===== config.mk =====
export PLATFORM = sky130hd
export DESIGN_NAME = fetch_unit_flat
export DESIGN_NICKNAME = d
export VERILOG_FILES = /design/src/rtl/cpu_pkg.sv /design/src/rtl/fetch_unit_if.sv /design/src/rtl/sync_fifo.sv /design/src/rtl/fetch_unit.sv /design/src/flat_wrapper.sv
export SDC_FILE = /design/constraint.sdc
export NUM_CORES = 1
export LEC_CHECK = 0
export CORE_UTILIZATION = 41
export DETAILED_ROUTE_END_ITERATION = 10
export GPL_TIMING_DRIVEN = 0
export MAX_ROUTING_LAYER = met4
export PLACE_DENSITY_LB_ADDON = 0.05
export SYNTH_ARGS = -nofsm -noshare
export SYNTH_HDL_FRONTEND = slang
export SYNTH_HIERARCHICAL = 1
export SYNTH_SLANG_ARGS = --single-unit
export TNS_END_PERCENT = 30

===== constraint.sdc =====
create_clock -name clk -period 7.3 [get_ports clk]
set_clock_uncertainty 0.1 [all_clocks]
set_input_delay 1.46 -clock clk [delete_from_list [all_inputs] [get_ports clk]]
set_output_delay 1.46 -clock clk [all_outputs]
set_load 0.05 [all_outputs]

===== src/rtl/cpu_pkg.sv =====
// Shared CPU definitions: NOP encoding, flag bit positions, condition
// codes and the branch condition evaluator.
package cpu_pkg;

  localparam logic [31:0] NOP = 32'hC800_0000;

  // Bit positions inside the {N,Z,C,V} flags vector
  localparam int FLAG_N = 3;
  localparam int FLAG_Z = 2;
  localparam int FLAG_C = 1;
  localparam int FLAG_V = 0;

  typedef enum logic [3:0] {
    COND_EQ = 4'h0,  // Z
    COND_NE = 4'h1,  // !Z
    COND_CS = 4'h2,  // C
    COND_CC = 4'h3,  // !C
    COND_MI = 4'h4,  // N
    COND_PL = 4'h5,  // !N
    COND_VS = 4'h6,  // V
    COND_VC = 4'h7,  // !V
    COND_HI = 4'h8,  // C & !Z
    COND_LS = 4'h9,  // !C | Z
    COND_GE = 4'hA,  // N == V
    COND_LT = 4'hB,  // N != V
    COND_GT = 4'hC,  // !Z & (N == V)
    COND_LE = 4'hD,  // Z | (N != V)
    COND_AL = 4'hE,  // always
    COND_NV = 4'hF   // never
  } cond_e;

  function automatic logic cond_taken(input cond_e cond, input logic [3:0] flags);
    logic n, z, c, v, taken;
    n = flags[FLAG_N];
    z = flags[FLAG_Z];
    c = flags[FLAG_C];
    v = flags[FLAG_V];
    case (cond)
      COND_EQ: taken = z;
      COND_NE: taken = ~z;
      COND_CS: taken = c;
      COND_CC: taken = ~c;
      COND_MI: taken = n;
      COND_PL: taken = ~n;
      COND_VS: taken = v;
      COND_VC: taken = ~v;
      COND_HI: taken = c & ~z;
      COND_LS: taken = ~c | z;
      COND_GE: taken = (n == v);
      COND_LT: taken = (n != v);
      COND_GT: taken = ~z & (n == v);
      COND_LE: taken = z | (n != v);
      COND_AL: taken = 1'b1;
      default: taken = 1'b0;
    endcase
    return taken;
  endfunction

endpackage


===== src/rtl/fetch_unit_if.sv =====
// Fetch unit bus bundle: instruction memory port, branch resolution inputs
// and the decode handshake. master = fetch unit, slave = its environment.
interface fetch_unit_if #(
  parameter int ADDR_W = 30,
  parameter int OFF_W  = 16
);
  logic [ADDR_W-1:0] imem_a;
  logic              imem_en;
  logic [31:0]       imem_v;

  logic              br_valid;
  logic [3:0]        br_cond;
  logic              br_imm_mode;
  logic [OFF_W-1:0]  br_imm;
  logic [ADDR_W-1:0] br_pc;
  logic [ADDR_W-1:0] br_reg;
  logic [3:0]        flags;
  logic              br_taken;

  logic              inst_valid;
  logic              inst_ready;
  logic [31:0]       inst_data;
  logic [ADDR_W-1:0] inst_pc;

  modport master (
    output imem_a, imem_en, br_taken, inst_valid, inst_data, inst_pc,
    input  imem_v, br_valid, br_cond, br_imm_mode, br_imm, br_pc, br_reg,
           flags, inst_ready
  );

  modport slave (
    input  imem_a, imem_en, br_taken, inst_valid, inst_data, inst_pc,
    output imem_v, br_valid, br_cond, br_imm_mode, br_imm, br_pc, br_reg,
           flags, inst_ready
  );
endinterface


===== src/rtl/sync_fifo.sv =====
// Synchronous FIFO with first-word-fall-through head and synchronous flush.
// DEPTH must be a power of two so the pointers wrap naturally.
module sync_fifo #(
  parameter int WIDTH = 62,
  parameter int DEPTH = 4
) (
  input  logic                     clk,
  input  logic                     nreset,
  input  logic                     flush_i,
  input  logic                     push_i,
  input  logic                     pop_i,
  input  logic [WIDTH-1:0]         din_i,
  output logic [WIDTH-1:0]         dout_o,
  output logic                     empty_o,
  output logic                     full_o,
  output logic [$clog2(DEPTH):0]   count_o
);
  localparam int PW = $clog2(DEPTH);
  localparam int CW = PW + 1;

  logic [WIDTH-1:0] mem_q [DEPTH];
  logic [PW-1:0]    rd_ptr_q, rd_ptr_d, wr_ptr_q, wr_ptr_d;
  logic [CW-1:0]    cnt_q, cnt_d;
  logic             do_push, do_pop;

  assign empty_o = (cnt_q == '0);
  assign full_o  = (cnt_q == CW'(DEPTH));
  assign count_o = cnt_q;
  assign dout_o  = mem_q[rd_ptr_q];

  // A push into a full FIFO is accepted only when the head leaves in the same cycle
  assign do_pop  = pop_i & ~empty_o;
  assign do_push = push_i & (~full_o | do_pop);

  // Pointer and occupancy next-state; flush wins over everything
  always_comb begin
    rd_ptr_d = rd_ptr_q;
    wr_ptr_d = wr_ptr_q;
    cnt_d    = cnt_q;
    if (flush_i) begin
      rd_ptr_d = '0;
      wr_ptr_d = '0;
      cnt_d    = '0;
    end else begin
      if (do_push) wr_ptr_d = wr_ptr_q + 1'b1;
      if (do_pop)  rd_ptr_d = rd_ptr_q + 1'b1;
      case ({do_push, do_pop})
        2'b10:   cnt_d = cnt_q + 1'b1;
        2'b01:   cnt_d = cnt_q - 1'b1;
        default: cnt_d = cnt_q;
      endcase
    end
  end

  // Pointer and occupancy registers
  always_ff @(posedge clk or negedge nreset) begin
    if (!nreset) begin
      rd_ptr_q <= '0;
      wr_ptr_q <= '0;
      cnt_q    <= '0;
    end else begin
      rd_ptr_q <= rd_ptr_d;
      wr_ptr_q <= wr_ptr_d;
      cnt_q    <= cnt_d;
    end
  end

  // Storage array, no reset needed since occupancy guards every read
  always_ff @(posedge clk) begin
    if (do_push && !flush_i) mem_q[wr_ptr_q] <= din_i;
  end

endmodule


===== src/rtl/fetch_unit.sv =====
// Instruction fetch unit: issues word fetches into a prefetch queue,
// delivers queued instructions to decode and redirects on taken branches.
module fetch_unit
  import cpu_pkg::*;
#(
  parameter int                ADDR_W   = 30,
  parameter int                DEPTH    = 4,
  parameter int                OFF_W    = 16,
  parameter logic [ADDR_W-1:0] RESET_PC = '0
) (
  input  logic         clk,
  input  logic         nreset,
  input  logic         clk_en,
  input  logic         halt,
  fetch_unit_if.master bus
);
  localparam int CW = $clog2(DEPTH) + 1;
  localparam int QW = 32 + ADDR_W;

  logic [ADDR_W-1:0] fetch_pc_q, fetch_pc_d;
  logic [ADDR_W-1:0] infl_pc_q, infl_pc_d;
  logic              inflight_q, inflight_d;

  logic [ADDR_W-1:0] imm_ext, target;
  logic              active, redirect, issue;
  logic              q_push, q_pop, q_empty, q_full;
  logic [CW-1:0]     q_count;
  logic [CW:0]       occupancy;
  logic [QW-1:0]     q_head;

  // Nothing may issue or redirect while reset is held, even combinationally
  assign active   = clk_en & nreset;
  assign redirect = active & bus.br_valid & cond_taken(cond_e'(bus.br_cond), bus.flags);

  assign imm_ext = ADDR_W'($signed(bus.br_imm));
  assign target  = bus.br_imm_mode ? (bus.br_pc + imm_ext) : bus.br_reg;

  // In-flight fetch reserves a slot so its response always has room
  assign occupancy = {1'b0, q_count} + (CW+1)'(inflight_q);
  assign issue     = active & ~halt & ~redirect & (occupancy < (CW+1)'(DEPTH));

  assign q_pop  = active & ~redirect & ~q_empty & bus.inst_ready;
  assign q_push = active & ~redirect & inflight_q & (~q_full | q_pop);

  sync_fifo #(
    .WIDTH(QW),
    .DEPTH(DEPTH)
  ) u_queue (
    .clk     (clk),
    .nreset  (nreset),
    .flush_i (redirect),
    .push_i  (q_push),
    .pop_i   (q_pop),
    .din_i   ({bus.imem_v, infl_pc_q}),
    .dout_o  (q_head),
    .empty_o (q_empty),
    .full_o  (q_full),
    .count_o (q_count)
  );

  // Fetch PC and in-flight tracking; a redirect kills the in-flight response
  always_comb begin
    fetch_pc_d = fetch_pc_q;
    infl_pc_d  = infl_pc_q;
    inflight_d = inflight_q;
    if (active) begin
      inflight_d = issue;
      if (redirect) begin
        fetch_pc_d = target;
      end else if (issue) begin
        fetch_pc_d = fetch_pc_q + 1'b1;
        infl_pc_d  = fetch_pc_q;
      end
    end
  end

  // Fetch-side state registers
  always_ff @(posedge clk or negedge nreset) begin
    if (!nreset) begin
      fetch_pc_q <= RESET_PC;
      infl_pc_q  <= '0;
      inflight_q <= 1'b0;
    end else begin
      fetch_pc_q <= fetch_pc_d;
      infl_pc_q  <= infl_pc_d;
      inflight_q <= inflight_d;
    end
  end

  assign bus.imem_en    = issue;
  assign bus.imem_a     = fetch_pc_q;
  assign bus.br_taken   = redirect;
  assign bus.inst_valid = ~q_empty;
  assign bus.inst_data  = q_empty ? NOP : q_head[QW-1:ADDR_W];
  assign bus.inst_pc    = q_empty ? '0  : q_head[ADDR_W-1:0];

endmodule


===== src/flat_wrapper.sv =====
// flat-port wrapper written by rule: the top's interface ports become plain ports
module fetch_unit_flat import cpu_pkg::*;
#(
  parameter int                ADDR_W   = 30,
  parameter int                DEPTH    = 4,
  parameter int                OFF_W    = 16,
  parameter logic [ADDR_W-1:0] RESET_PC = '0
)
  (clk, nreset, clk_en, halt, bus_imem_a, bus_imem_en, bus_br_taken, bus_inst_valid, bus_inst_data, bus_inst_pc, bus_imem_v, bus_br_valid, bus_br_cond, bus_br_imm_mode, bus_br_imm, bus_br_pc, bus_br_reg, bus_flags, bus_inst_ready);
  fetch_unit_if #(.ADDR_W(ADDR_W), .OFF_W(OFF_W)) bus_i ();
  input  logic clk;
  input  logic nreset;
  input  logic clk_en;
  input  logic halt;
  output wire logic [$bits(bus_i.imem_a)-1:0] bus_imem_a;
  output wire logic [$bits(bus_i.imem_en)-1:0] bus_imem_en;
  output wire logic [$bits(bus_i.br_taken)-1:0] bus_br_taken;
  output wire logic [$bits(bus_i.inst_valid)-1:0] bus_inst_valid;
  output wire logic [$bits(bus_i.inst_data)-1:0] bus_inst_data;
  output wire logic [$bits(bus_i.inst_pc)-1:0] bus_inst_pc;
  input wire logic [$bits(bus_i.imem_v)-1:0] bus_imem_v;
  input wire logic [$bits(bus_i.br_valid)-1:0] bus_br_valid;
  input wire logic [$bits(bus_i.br_cond)-1:0] bus_br_cond;
  input wire logic [$bits(bus_i.br_imm_mode)-1:0] bus_br_imm_mode;
  input wire logic [$bits(bus_i.br_imm)-1:0] bus_br_imm;
  input wire logic [$bits(bus_i.br_pc)-1:0] bus_br_pc;
  input wire logic [$bits(bus_i.br_reg)-1:0] bus_br_reg;
  input wire logic [$bits(bus_i.flags)-1:0] bus_flags;
  input wire logic [$bits(bus_i.inst_ready)-1:0] bus_inst_ready;
  assign bus_imem_a = bus_i.imem_a;
  assign bus_imem_en = bus_i.imem_en;
  assign bus_br_taken = bus_i.br_taken;
  assign bus_inst_valid = bus_i.inst_valid;
  assign bus_inst_data = bus_i.inst_data;
  assign bus_inst_pc = bus_i.inst_pc;
  assign bus_i.imem_v = bus_imem_v;
  assign bus_i.br_valid = bus_br_valid;
  assign bus_i.br_cond = bus_br_cond;
  assign bus_i.br_imm_mode = bus_br_imm_mode;
  assign bus_i.br_imm = bus_br_imm;
  assign bus_i.br_pc = bus_br_pc;
  assign bus_i.br_reg = bus_br_reg;
  assign bus_i.flags = bus_flags;
  assign bus_i.inst_ready = bus_inst_ready;
  fetch_unit #(.ADDR_W(ADDR_W), .DEPTH(DEPTH), .OFF_W(OFF_W), .RESET_PC(RESET_PC)) u_core (.clk(clk), .nreset(nreset), .clk_en(clk_en), .halt(halt), .bus(bus_i));
endmodule

-- Word-level counts from Yosys, hierarchy flattened
Memories as Yosys holds them, arrays and structs flattened.
Cells that the tools add are included.
- eq/ne operators: 19
- bitwise operators: 27
- add/subtract/negate cells: 7
- reduce and logical (&&, ||, !) cells: 10
- $lt $le $gt $ge: 1
- multiplexer cells: 14
- operators with widths (kind ; count):
    two-way mux 30 bit ; 4
    two-way mux 32 bit ; 1
    adder 30 x 1 -> 30 bit (second input constant) ; 1
    adder 30 bit ; 1
    == test 4 bit (second input constant) ; 7
    == test 4 x 3 -> 1 bit (second input constant) ; 4
    AND 1 bit ; 15
    case mux 1 bit (15 select lines) ; 1
    == test 4 x 2 -> 1 bit (second input constant) ; 2
    two-way mux 2 bit ; 4
    NOT 1 bit ; 8
    case mux 3 bit (2 select lines) ; 1
    nonzero test 2 bit ; 3
    adder 2 x 1 -> 2 bit (second input constant) ; 2
    adder 3 x 1 -> 4 bit ; 1
    == test 4 x 1 -> 1 bit (second input constant) ; 1
    zero test 4 bit ; 1
    less-than comparator 4 x 3 -> 1 bit (second input constant) ; 1
    bitwise OR 1 bit ; 4
    adder 3 x 1 -> 3 bit (second input constant) ; 1
    == test 3 bit (second input constant) ; 1
    zero test 3 bit ; 1
    two-way mux 3 bit ; 1
    AND reduction 3 bit ; 1
    10 further kinds ; 11
- memory bits (writable): 248
- output and inout port bits: 95
- memories kept: 1
- logic and storage cells: 85
- flip-flop bits (word level): 68
- memories (memory ; depth ; bits a word ; read ports ; clocked after Yosys merged registers in ; write ports ; RTL line ; text):
    u_core.u_queue.mem_q ; 4 ; 62 ; 1 ; 0 ; 1 ; sync_fifo.sv:21 ; logic [WIDTH-1:0] mem_q [DEPTH];

-- Longest topological paths before layout
- depth after elaboration: 14
- depth in mapped cells: 18
- gate-level depth less buffers: 14

-- By module
The synthesis kept the hierarchy.
- modules (own cells, without submodules) (module ; instances ; cells an instance ; area an instance (sq um) ; sequential area each (sq um)):
    sync_fifo ; 1 ; 391 ; 9535.4 ; 7622.3
    fetch_unit ; 1 ; 614 ; 5361.4 ; 1526.5

-- Least setup slack after synthesis
OpenSTA, ideal clock, no wires.
- path kind: in2reg
- from: in bus_br_cond[0]
- to: mem u_core.u_queue.mem_q[0][0], enable pin
- required time: 6774 ps
- library setup time: 426 ps
- stages: 12
- arrival time: 5075 ps
- slack: 1698 ps
- buffers on the path: 3
- cell sequence: buf_4 -> nand2b_1 -> and4b_1 -> a211o_1 -> a211oi_1 -> or4b_1 -> buf_2 -> clkinv_1 -> buf_1 -> inv_1 -> o211a_1 -> and2_1
- cells in the longest elaborated chain, start to end: 13
- RTL lines (what ; RTL line ; text):
    from (decl) ; flat_wrapper.sv:23 ; input wire logic [$bits(bus_i.br_cond)-1:0] bus_br_cond;
    == test 4 bit, or another cell as far along ; cpu_pkg.sv:38 ; case (cond)
    case mux 1 bit (15 select lines) (*) ; cpu_pkg.sv:38 ;
    AND 1 bit (*) ; fetch_unit.sv:33 ; assign redirect = active & bus.br_valid & cond_taken(cond_e'(bus.br_cond), bus.flags);
    named net bus_br_taken ; flat_wrapper.sv:17 ; output wire logic [$bits(bus_i.br_taken)-1:0] bus_br_taken;
    NOT 1 bit ; fetch_unit.sv:42, fetch_unit.sv:43 ;
    AND 1 bit ; fetch_unit.sv:42, fetch_unit.sv:43 ;
    AND 1 bit (2 in a row) ; fetch_unit.sv:42 ; assign q_pop = active & ~redirect & ~q_empty & bus.inst_ready;
    bitwise OR 1 bit / AND 1 bit (equally long branches) ; fetch_unit.sv:43, sync_fifo.sv:32 ;
    AND 1 bit / bitwise OR 1 bit (equally long branches) ; fetch_unit.sv:43, sync_fifo.sv:33 ;
    AND 1 bit ; sync_fifo.sv:33 ; assign do_push = push_i & (~full_o | do_pop);
    logical AND 1 bit (*) ; sync_fifo.sv:70 ; if (do_push && !flush_i) mem_q[wr_ptr_q] <= din_i;
    two-way mux 1 bit (*) ; sync_fifo.sv:70 ;
    two-way mux 1 bit (implied by the code) (*) ; sync_fifo.sv:70 ;
    to (decl) ; sync_fifo.sv:21 ;
The timed path passes the listed nets; every way through them passes the cells marked *.

-- Worst setup path after layout
- from: in bus_flags[0]
- to: out bus_imem_en
- cells in the longest elaborated chain, start to end: 7
- RTL lines (what ; RTL line ; text):
    from (decl) ; flat_wrapper.sv:28 ; input wire logic [$bits(bus_i.flags)-1:0] bus_flags;
    != test 1 bit / == test 1 bit (equally long branches) ; - ;
    bitwise OR 1 bit / AND 1 bit (equally long branches) ; cpu_pkg.sv:52, cpu_pkg.sv:51 ;
    case mux 1 bit (15 select lines) (*) ; cpu_pkg.sv:38 ;
    AND 1 bit (*) ; fetch_unit.sv:33 ;
    NOT 1 bit (*) ; fetch_unit.sv:40 ; assign issue = active & ~halt & ~redirect & (occupancy < (CW+1)'(DEPTH));
    AND 1 bit (*) (2 in a row) ; fetch_unit.sv:40 ;
    to (decl) ; flat_wrapper.sv:16 ; output wire logic [$bits(bus_i.imem_en)-1:0] bus_imem_en;
Mark *: on every way between the ends. The rest lies on a longest branch, timed or not.

==> impl_results.md <==
- Outcome: finished, violations left
- Logic pwr share: slightly above 40%
- Slew Limit Fails: 0
- Cell Area, Synth: roughly 15,000 µm²
- Post-synth EDFFs: around 250
- DRC viols: 24
- Post-route ant nets: 0
- Share of layout cells above drive strength 1: approximately 15%
- Critical path's largest stage delay: ~830 ps
- Most numerous cell in the Yosys netlist: edfxtp_1
- Largest family of logic cells by synthesized area: multiplexers
- Clock buffer depth: 3
- Die height: a little under 200 µm
- Crit path launch type: primary input
- Die area: ~37,000 µm²
- Final Critical Period: between 6000 and 7000 ps
- Hold slack: between 400 and 500 ps
- H-Tree Depth: 2
- Worst-case vdd ir drop: about 210 µV
- Sw frac: a little under two fifths
- Total grt overflow: 0
- Root Buffer: clkbuf_16
- RePlAce Congestion: 0.8589
- Core area: roughly 36,000 µm²
- Worst slew margin: between 40 and 50%
- Global-route wire length before repair: roughly 52 mm
- LEAKAGE: 6.705 nW
- CP top delay family: buffers and inverters
- CTS tree: built
- Sequential fraction of the synthesis area: 61.41%
- #FFs+latches synth: about 320
- Critical Path End Type: primary output
- Post-synth top area cell: edfxtp_1
- Total track usage: about a fifth
- Port buffer count: between 200 and 250
- Synth Area in Compound Gates: around 6.9%
- Failing checks: design-rule violations
- Placed cells: 1,684
- Yosys top cell area share: 49.99%
- Hold path cells: 1
- Class of the most critical setup path: in -> out
- Largest net degree at the start of global routing: 70
- Avg Cell Area, Syn: 14.82 µm²
- Clk slew on worst S/H paths: approximately 60 ps
- Synth-to-Final Area Change: 27.29%
- Final Cell Area: around 19,000 µm²
- Worst-path maximum fanout: 10
- DP HPWL: roughly 24 mm
- Hold Fails Final Rpt: 0
- Drt pass-1 iters: 8
- DR vias: 9,073
- Cell count after synthesis: roughly 1,000
- Adder-Cell Fraction of Synth Area: 3.124%
- Flop pwr share: 34.2%
- Dominant synthesized flop cell: edfxtp_1
- RSZ-0062 raised after global routing: false
- Final non-filler cell total: around 1,700
- Total Wirelength: between 30 and 40 mm
- Synth async-reset ratio: between 20% and 30%
- Synth Net Count: approximately 1,200
- Setup TNS: 0 ps
- Final period utilization: around 83%
- Post-synthesis simple-gate area fraction: 9.096%
- Core Util, Final: a little over half
- DR WL/cell: 19.56 µm
- Number of I/O pins: roughly 220
- Routed vias/inst: approximately 5.2
- Cts bufs inserted: 35
- Number of global-route vias before repair: roughly 9,300
- Yosys cell types: 69
- Post-synthesis mux area share: a little over an eighth
- Sw power: about 2.7 mW
- Commonest cells post-synth: 248 x edfxtp_1, 72 x nor2b_1, 68 x dfrtp_1
- CTS Sinks: about 320
- Max-cap violations: 0
- Synth top area cells: edfxtp_1 50%, dfrtp_1 11%, mux4_2 9.4%, nor2b_1 3.0%, ha_1 2.9%
- WP data required: ~5700 ps
- CP Depth: 11
- # hold bufs at CTS: 0
- # Post-CTS Setup Buffers: 0
- Synth warn: 6
- Post-cts resize count: 0
- Highest clock rate: 165.1 MHz
- XOR/XNOR Fraction of Synth Area: 3.586%
- Crit-path cells: clkdlybuf4s50_1 > nand2b_1 > and4b_1 > a211o_1 > a211oi_1 > or4b_1 > buf_2 > and2_4 > buf_6 > buf_6 > clkdlybuf4s50_1
- Row cnt: 69
- Initial DRC count: between 400 and 500
- Critical path arrival: 4500 ps
- Initial antenna violation count: 0
- Reg2Reg Depth: 17
- Hold Crit Class: reg -> reg
- Clock group share of total power: ~25%
- Area after DPL: between 15,000 and 20,000 µm²
- DIE WIDTH: ~190 µm
- Worst path bufs/invs: 5
- CP max stage cell: clkdlybuf4s50_1
- Pint: ~4.6 mW
- Initial Util: a little over two fifths
- ANT cells: 0
- Worst-Skew Late Latency: 500 ps
- PwrDens: around 390 nW/µm²
- Final setup vio count: 0
- Layout Nets: ~1,400
- Worst-margin pin slew: 792.8 ps
==> power by group through the flow <==
stage | clock (mW) | sequential (mW) | combinational (mW)
2_1_floorplan | 0 | 2.64 | 1.87
3_3_place_gp | 0 | 2.54 | 2.99
3_5_place_dp | 0 | 2.55 | 3.00
4_1_cts | 1.90 | 2.51 | 3.01
5_1_grt | 1.97 | 2.55 | 3.15
6_report | 1.85 | 2.51 | 2.96
==> logic make-up (layout without fill, tap and decap cells) <==
logic type	after synthesis	after routing
flip-flops	316	316
AND/OR/NAND/NOR	254	254
AO/OA/AOI/OAI	163	163
multiplexers	107	107
buffers and inverters	68	347
XOR/XNOR	61	61
adder cells (fa/ha/maj)	36	36
==> layer usage <==
layer  track usage, %  share of wire (%)  routed length (µm)
met3            4.219                6.2                2112
met5                -                  0                   0
met2            31.97                 50               16960
met1            23.61                 43               14600
met4            3.604                1.3                 453
==> flip-flops by register name (all words and copies together) (netlist names) <==
| name | cells |
|---|---|
| u_core/infl_pc_q | 30 |
| u_core/u_queue/count_o | 3 |
| u_core/u_queue/wr_ptr_q | 2 |
| u_core/inflight_q | 1 |
| u_core/u_queue/mem_q | 248 |
| u_core/bus.imem_a | 30 |
| u_core/u_queue/rd_ptr_q | 2 |
==> cell usage in the layout, fill, tap and decap left out, drive strengths merged, types with 3 or more instances in the layout <==
cell type | Yosys | final
inv | 14 | 14
nand2 | 57 | 57
nor2 | 40 | 40
a21oi | 50 | 50
o21bai | 3 | 3
or2 | 4 | 4
clkinv | 1 | 8
bufinv | 0 | 7
clkdlybuf4s50 | 0 | 212
edfxtp | 248 | 248
mux4 | 62 | 62
xor2 | 33 | 33
a221oi | 6 | 6
ha | 34 | 34
and3 | 15 | 15
a31oi | 6 | 6
mux2i | 14 | 14
buf | 29 | 35
dfrtp | 68 | 68
clkbuf | 24 | 71
a21o | 10 | 10
xnor2 | 28 | 28
mux2 | 31 | 31
and2 | 8 | 8
o21ai | 46 | 46
nor3 | 8 | 8
nor2b | 72 | 72
nand2b | 8 | 8
nand3 | 20 | 20
o211ai | 4 | 4
nand4 | 9 | 9
a211oi | 15 | 15
==> per-stage QoR <==
stage,power (mW),setup slack [ps]
2_1_floorplan,4.511,1698
3_3_place_gp,5.532,-2819
3_5_place_dp,5.550,1217
4_1_cts,7.423,1210
5_1_grt,7.667,1124
6_report,7.322,1243
==> final timing paths <==
| kind | from | end | slack, ps |
|---|---|---|---|
| max reg2reg | u_core/u_queue/count_o[1]$_DFFE_PN0P_ | u_core/u_queue/count_o[1]$_DFFE_PN0P_ | 3610 |
| min | u_core/inflight_q$_DFFE_PN0P_ | u_core/inflight_q$_DFFE_PN0P_ | 400 |
| min reg2reg | u_core/inflight_q$_DFFE_PN0P_ | u_core/inflight_q$_DFFE_PN0P_ | 400 |
| max | bus_flags[0] | bus_imem_en | 1240 |
| min in group asynchronous | nreset | u_core/infl_pc_q[4]$_DFFE_PN0P_ | 650 |
| max in group asynchronous | nreset | u_core/infl_pc_q[22]$_DFFE_PN0P_ | 5920 |
==> layout make-up <==
type | instances | area, µm²
multi-input combinational | 621 | 5381
clock buffer | 47 | 973.4
sequential | 316 | 9149
buffer | 53 | 320.3
tap | 461 | 576.8
fill | 3055 | 16690
clock inverter | 14 | 245.2
timing repair buffer | 218 | 2260
inverter | 15 | 56.30
(Power assumes the default switching activity.)
==> variant 1 (same flow settings) <==
Reset style: synchronous (`nreset`), changed in 2 clocked blocks.
--- a/src/rtl/sync_fifo.sv
+++ b/src/rtl/sync_fifo.sv
@@ -53,7 +53,7 @@
   end
 
   // Pointer and occupancy registers
-  always_ff @(posedge clk or negedge nreset) begin
+  always_ff @(posedge clk) begin
     if (!nreset) begin
       rd_ptr_q <= '0;
       wr_ptr_q <= '0;
--- a/src/rtl/fetch_unit.sv
+++ b/src/rtl/fetch_unit.sv
@@ -75,7 +75,7 @@
   end
 
   // Fetch-side state registers
-  always_ff @(posedge clk or negedge nreset) begin
+  always_ff @(posedge clk) begin
     if (!nreset) begin
       fetch_pc_q <= RESET_PC;
       infl_pc_q  <= '0;
Function: differs if nreset is asserted again (counterexample within 4 cycles, from zero or initial values and one cycle with nreset low); with nreset held inactive, the same outputs for 4 cycles.
==> variant 1 against the original RTL <==
Hold slack worse by 0.0050 ns. Area after synthesis is 1.5% lower. Global-route usage rose by 0.53 points. Setup slack got worse by 0.067 ns. Routed wire length increased by 0.35%. Critical path depth did not move. Design area fell by 2.1%. Sequential cell count rose by 2. Via count rose by 3.2%. Cell count grew 2.2%. Core utilization about the same. Critical endpoint is now bus_br_taken.
Power is not compared: it rests on default switching activity, and its combinational part moved more than twofold at a synthesized area within 25%.
==> variant 1: results (changes against the original RTL) <==
<table>
<tr><th>Metric</th><th>Value</th></tr>
<tr><th colspan="2">Outcome</th></tr>
<tr><td>Outcome</td><td>complete, no violations</td></tr>
<tr><th colspan="2">GRT</th></tr>
<tr><td>First-pass GRT wire length</td><td>52900 um (+1.8%)</td></tr>
<tr><td>Via count of the first global-routing pass</td><td>9599 (+3.2%)</td></tr>
<tr><td>Combined global-route utilization of all metal layers</td><td>19.5% (+0.53 points)</td></tr>
<tr><th colspan="2">Routing</th></tr>
<tr><td>Detailed Routing Iterations Pass 1</td><td>4 (-4)</td></tr>
<tr><td>Vias</td><td>9363 (+3.2%)</td></tr>
<tr><td>Routed length per placed instance</td><td>19.2 um (-1.8%)</td></tr>
<tr><td>Detailed Route Iter0 Violations</td><td>610 (+46%)</td></tr>
<tr><th colspan="2">Synth</th></tr>
<tr><td>Share of synthesized area occupied by flip-flops and latches</td><td>60.3% (-1.1 points)</td></tr>
<tr><td>Number of nets in the synthesized netlist</td><td>1212 (+4.1%)</td></tr>
<tr><td>Netlist cell types</td><td>72 (+4.3%)</td></tr>
<tr><td>Share of synthesized flip-flops with an asynchronous set or reset</td><td>0% (-22 points)</td></tr>
<tr><td>Most area-consuming cells after synthesis</td><td>sky130_fd_sc_hd__edfxtp_1, sky130_fd_sc_hd__dfxtp_1, sky130_fd_sc_hd__mux4_2</td></tr>
<tr><th colspan="2">Worst setup path</th></tr>
<tr><td>Internal reg-to-reg setup slack</td><td>3.64 ns (+0.03 ns)</td></tr>
<tr><td>Start of the worst register-to-register path</td><td>u_core/u_queue/count_o[1]$_SDFFE_PP0P_</td></tr>
<tr><td>Setup crit end</td><td>bus_br_taken</td></tr>
<tr><td>Setup crit start</td><td>bus_flags[3]</td></tr>
<tr><td>Number of cells on the worst reg-to-reg path</td><td>12 (-5)</td></tr>
<tr><td>Crit-path max FO</td><td>12 (+2)</td></tr>
<tr><td>Endpoint of the worst-slack reg-to-reg timing path</td><td>u_core/u_queue/mem_q[0][59]$_DFFE_PP_</td></tr>
<tr><th colspan="2">Placement</th></tr>
<tr><td>Routability Congestion</td><td>0.830 (-3.3%)</td></tr>
<tr><td>Count of input and output buffers</td><td>214 (+0.47%)</td></tr>
<tr><td>Post-DP Area</td><td>17500 um^2 (-1.4%)</td></tr>
<tr><td>Detailed Place HPWL</td><td>24600 um (+3.0%)</td></tr>
<tr><th colspan="2">Min path</th></tr>
<tr><td>Hold endpoint</td><td>u_core/inflight_q$_SDFFE_PN0P_</td></tr>
<tr><td>HP Start</td><td>u_core/inflight_q$_SDFFE_PN0P_</td></tr>
<tr><th colspan="2">Finish</th></tr>
<tr><td>Count of nets after finishing</td><td>1466 (+3.3%)</td></tr>
<tr><td>Post-layout util</td><td>53.2% (about the same)</td></tr>
</table>
## variant 1: cell count changes in the layout (fill, tap and decap cells not counted), sizes merged, moves of 8 or more
cell / change
nor2: +40
mux2: -30
a21o: +10
nand3: +18
xor2: -8
o21ai: -9
nor3: +10
mux2i: +29
dfxtp: +70
a21oi: -19
dfrtp: -68
clkbuf: -8
xnor2: -8
## variant 1: worst max-delay path: stages
cell,delay (ns)
sky130_fd_sc_hd__clkdlybuf4s50_1,0.46
sky130_fd_sc_hd__xnor2_1,0.26
sky130_fd_sc_hd__mux2i_1,0.12
sky130_fd_sc_hd__or3_1,0.31
sky130_fd_sc_hd__nand3_1,0.13
sky130_fd_sc_hd__a221oi_4,0.11
sky130_fd_sc_hd__or2_1,0.23
sky130_fd_sc_hd__buf_4,0.17
sky130_fd_sc_hd__inv_2,0.10
sky130_fd_sc_hd__buf_2,0.33
sky130_fd_sc_hd__clkdlybuf4s50_1,0.87
## variant 1: power by group through the flow
stage                     registers (mW)  clock network (mW)  logic (mW)
final                               1.99                1.65       0.402
after global routing                1.99                1.77       0.435
after CTS                           1.99                1.70       0.403
after detailed placement            2.03                   0       0.401
after global placement              2.03                   0       0.400
after floorplan                     2.07                   0       0.193
## variant 1: layout make-up
| cell class | count | area share (%) |
|---|---|---|
| clock buffers | 40 | 4.87 |
| flip-flops and latches | 318 | 47.7 |
| clock inverters | 17 | 0.896 |
| inverters | 14 | 0.283 |
| plain buffers | 53 | 1.45 |
| well taps | 455 | 3.07 |
| multi-input cells | 668 | 29.7 |
| repair buffers | 218 | 12.1 |
## variant 1: logic make-up after synthesis
logic type,Yosys count,synth area share [%]
AND/OR/NAND/NOR,323,11.7
flip-flops,318,60.3
AO/OA/AOI/OAI,158,7.45
multiplexers,106,12.5
buffers and inverters,67,2.19
XOR/XNOR,45,2.69
adder cells (fa/ha/maj),36,3.17
## variant 1: per-stage QoR
stage | std cells | hold slack (ns) | setup TNS (ns) | setup WS, ns | power, mW
after floorplan | 1053 | 0.357 | 0 | 1.51 | 2.26
after global placement | 1722 | 0.380 | -99.41 | -0.423 | 2.43
after detailed placement | 1726 | 0.389 | 0 | 1.12 | 2.43
after CTS | 1783 | 0.401 | 0 | 1.12 | 4.09
after global routing | 1783 | 0.428 | 0 | 0.969 | 4.20
final | 1783 | 0.398 | 0 | 1.18 | 4.04
## variant 1: routing by layer
layer | vias to the layer above | part of all wire, % | global-route usage (%)
li1 | 4541 | - | -
met1 | 4532 | 44 | 24.3
met2 | 244 | 49 | 32.6
met3 | 46 | 5.2 | 3.62
met4 | 0 | 1.9 | 5.31
met5 | - | 0 | -
==> variant 2 (config.mk and constraints unchanged) <==
Without the edit above. `ADDR_W` is set to 30 in 3 places; all go to 26.
--- a/src/rtl/fetch_unit_if.sv
+++ b/src/rtl/fetch_unit_if.sv
@@ -1,7 +1,7 @@
 // Fetch unit bus bundle: instruction memory port, branch resolution inputs
 // and the decode handshake. master = fetch unit, slave = its environment.
 interface fetch_unit_if #(
-  parameter int ADDR_W = 30,
+  parameter int ADDR_W = 26,
   parameter int OFF_W  = 16
 );
   logic [ADDR_W-1:0] imem_a;
--- a/src/rtl/fetch_unit.sv
+++ b/src/rtl/fetch_unit.sv
@@ -3,7 +3,7 @@
 module fetch_unit
   import cpu_pkg::*;
 #(
-  parameter int                ADDR_W   = 30,
+  parameter int                ADDR_W   = 26,
   parameter int                DEPTH    = 4,
   parameter int                OFF_W    = 16,
   parameter logic [ADDR_W-1:0] RESET_PC = '0
--- a/src/flat_wrapper.sv
+++ b/src/flat_wrapper.sv
@@ -1,7 +1,7 @@
 // flat-port wrapper written by rule: the top's interface ports become plain ports
 module fetch_unit_flat import cpu_pkg::*;
 #(
-  parameter int                ADDR_W   = 30,
+  parameter int                ADDR_W   = 26,
   parameter int                DEPTH    = 4,
   parameter int                OFF_W    = 16,
   parameter logic [ADDR_W-1:0] RESET_PC = '0
Interface: changed (resized bus_br_pc, bus_br_reg, bus_imem_a and bus_inst_pc); port bits go from 218 to 202. The function was not compared with the original's and may differ.
==> variant 2 against the original RTL <==
Design area decreased by 6.9%. Routed wire length decreased by 1.6%. Non-clock buffer count decreased by 14. Count of clock-buffer cells in the layout decreased by 3. Setup slack got worse by 0.45 ns. Sequential cell count decreased by 24. Total power decreased by 11%. Combinational power decreased by 8.1%. Highest routed layer unchanged. Area after synthesis decreased by 6.3%. Critical endpoint is now bus_br_taken.
==> variant 2: results (changes against the original RTL) <==
<table>
<tr><th>Metric</th><th>Value</th></tr>
<tr><th colspan="2">Worst setup path</th></tr>
<tr><td>Setup crit end</td><td>bus_br_taken</td></tr>
<tr><td>Internal reg-to-reg setup slack</td><td>3.28 ns (-0.33 ns)</td></tr>
<tr><td>Data arrival at the endpoint of the critical path</td><td>4.95 ns (+0.45 ns)</td></tr>
<tr><th colspan="2">Clocking</th></tr>
<tr><td>Clock insertion delay at the later pin of the skew report</td><td>0.54 ns (+0.04 ns)</td></tr>
<tr><td>TritonCTS buffer count</td><td>30 (-14%)</td></tr>
<tr><th colspan="2">Synth</th></tr>
<tr><td>Netlist cell types</td><td>76 (+10%)</td></tr>
<tr><td>Multiplexer share of the synthesized area</td><td>12.4% (-0.94 points)</td></tr>
<tr><td>Share of synthesized flip-flops with an asynchronous set or reset</td><td>20.5% (-0.97 points)</td></tr>
<tr><td>Share of synthesized area occupied by flip-flops and latches</td><td>60.7% (-0.75 points)</td></tr>
<tr><td>Compound-Gate Fraction of Synth Area</td><td>9.73% (+2.8 points)</td></tr>
<tr><td>Number of nets in the synthesized netlist</td><td>1124 (-3.4%)</td></tr>
<tr><td>Adder-Cell Fraction of Synth Area</td><td>2.98% (-0.15 points)</td></tr>
<tr><th colspan="2">Power and ir drop</th></tr>
<tr><td>Worst ir drop on vdd</td><td>0.221 mV (+3.4%)</td></tr>
<tr><td>Power consumed by the clock network</td><td>1.55 mW (-16%)</td></tr>
<tr><td>Sequential Power</td><td>2.27 mW (-9.6%)</td></tr>
<tr><td>Leakage power of the design</td><td>6.26 nW (-6.6%)</td></tr>
<tr><td>Net Sw Frac</td><td>38.4% (+1.3 points)</td></tr>
<tr><th colspan="2">Finish</th></tr>
<tr><td>Number of flip-flops under the largest register name</td><td>232 (-6.5%)</td></tr>
<tr><th colspan="2">Outcome</th></tr>
<tr><td>Outcome</td><td>complete, no violations</td></tr>
<tr><th colspan="2">GRT</th></tr>
<tr><td>First-pass GRT wire length</td><td>53300 um (+2.5%)</td></tr>
<tr><td>Grt met1 use</td><td>27.0% (+3.4 points)</td></tr>
<tr><td>Combined global-route utilization of all metal layers</td><td>20.0% (+1.0 points)</td></tr>
<tr><th colspan="2">Routing</th></tr>
<tr><td>Routed via count divided by cell count</td><td>5.41 (+4.0%)</td></tr>
<tr><th colspan="2">Placement</th></tr>
<tr><td>Count of input and output buffers</td><td>198 (-7.0%)</td></tr>
<tr><td>Detailed Place HPWL</td><td>23200 um (-3.1%)</td></tr>
<tr><th colspan="2">Min path</th></tr>
<tr><td>Hold endpoint</td><td>u_core/u_queue/mem_q[2][3]$_DFFE_PP_</td></tr>
<tr><td>Cell depth of the worst min-delay path</td><td>0 (-1)</td></tr>
<tr><td>HP Start</td><td>u_core/infl_pc_q[3]$_DFFE_PN0P_</td></tr>
<tr><th colspan="2">STA</th></tr>
<tr><td>Worst-Margin Slew</td><td>1.02 ns (+0.224 ns)</td></tr>
</table>
variant 2: per-layer routing:
| layer | wire (um) | share of wire [%] |
|---|---|---|
| met1 | 15300 | 46 |
| met2 | 15900 | 47 |
| met3 | 1880 | 5.6 |
| met4 | 434 | 1.3 |
| met5 | 0 | 0 |
variant 2: through the flow:
| step | hold slack [ns] | worst slack [ns] | instances | instance area, um^2 |
|---|---|---|---|---|
| 4_1_cts | 0.416 | 0.715 | 1683 | 17700 |
| 5_1_grt | 0.437 | 0.508 | 1683 | 17700 |
| 3_3_place_gp | 0.394 | -1.96 | 1623 | 16500 |
| 6_report | 0.415 | 0.789 | 1683 | 17700 |
| 3_5_place_dp | 0.401 | 0.721 | 1627 | 16600 |
| 2_1_floorplan | 0.371 | 1.68 | 977 | 14000 |
variant 2: layout make-up:
class	count	area (um^2)
buffer	55	294
tap	448	561
clock buffer	44	926
sequential	292	8470
multi-input combinational	612	5140
fill	2891	15900
clock inverter	12	109
timing repair buffer	202	2090
inverter	18	67.6
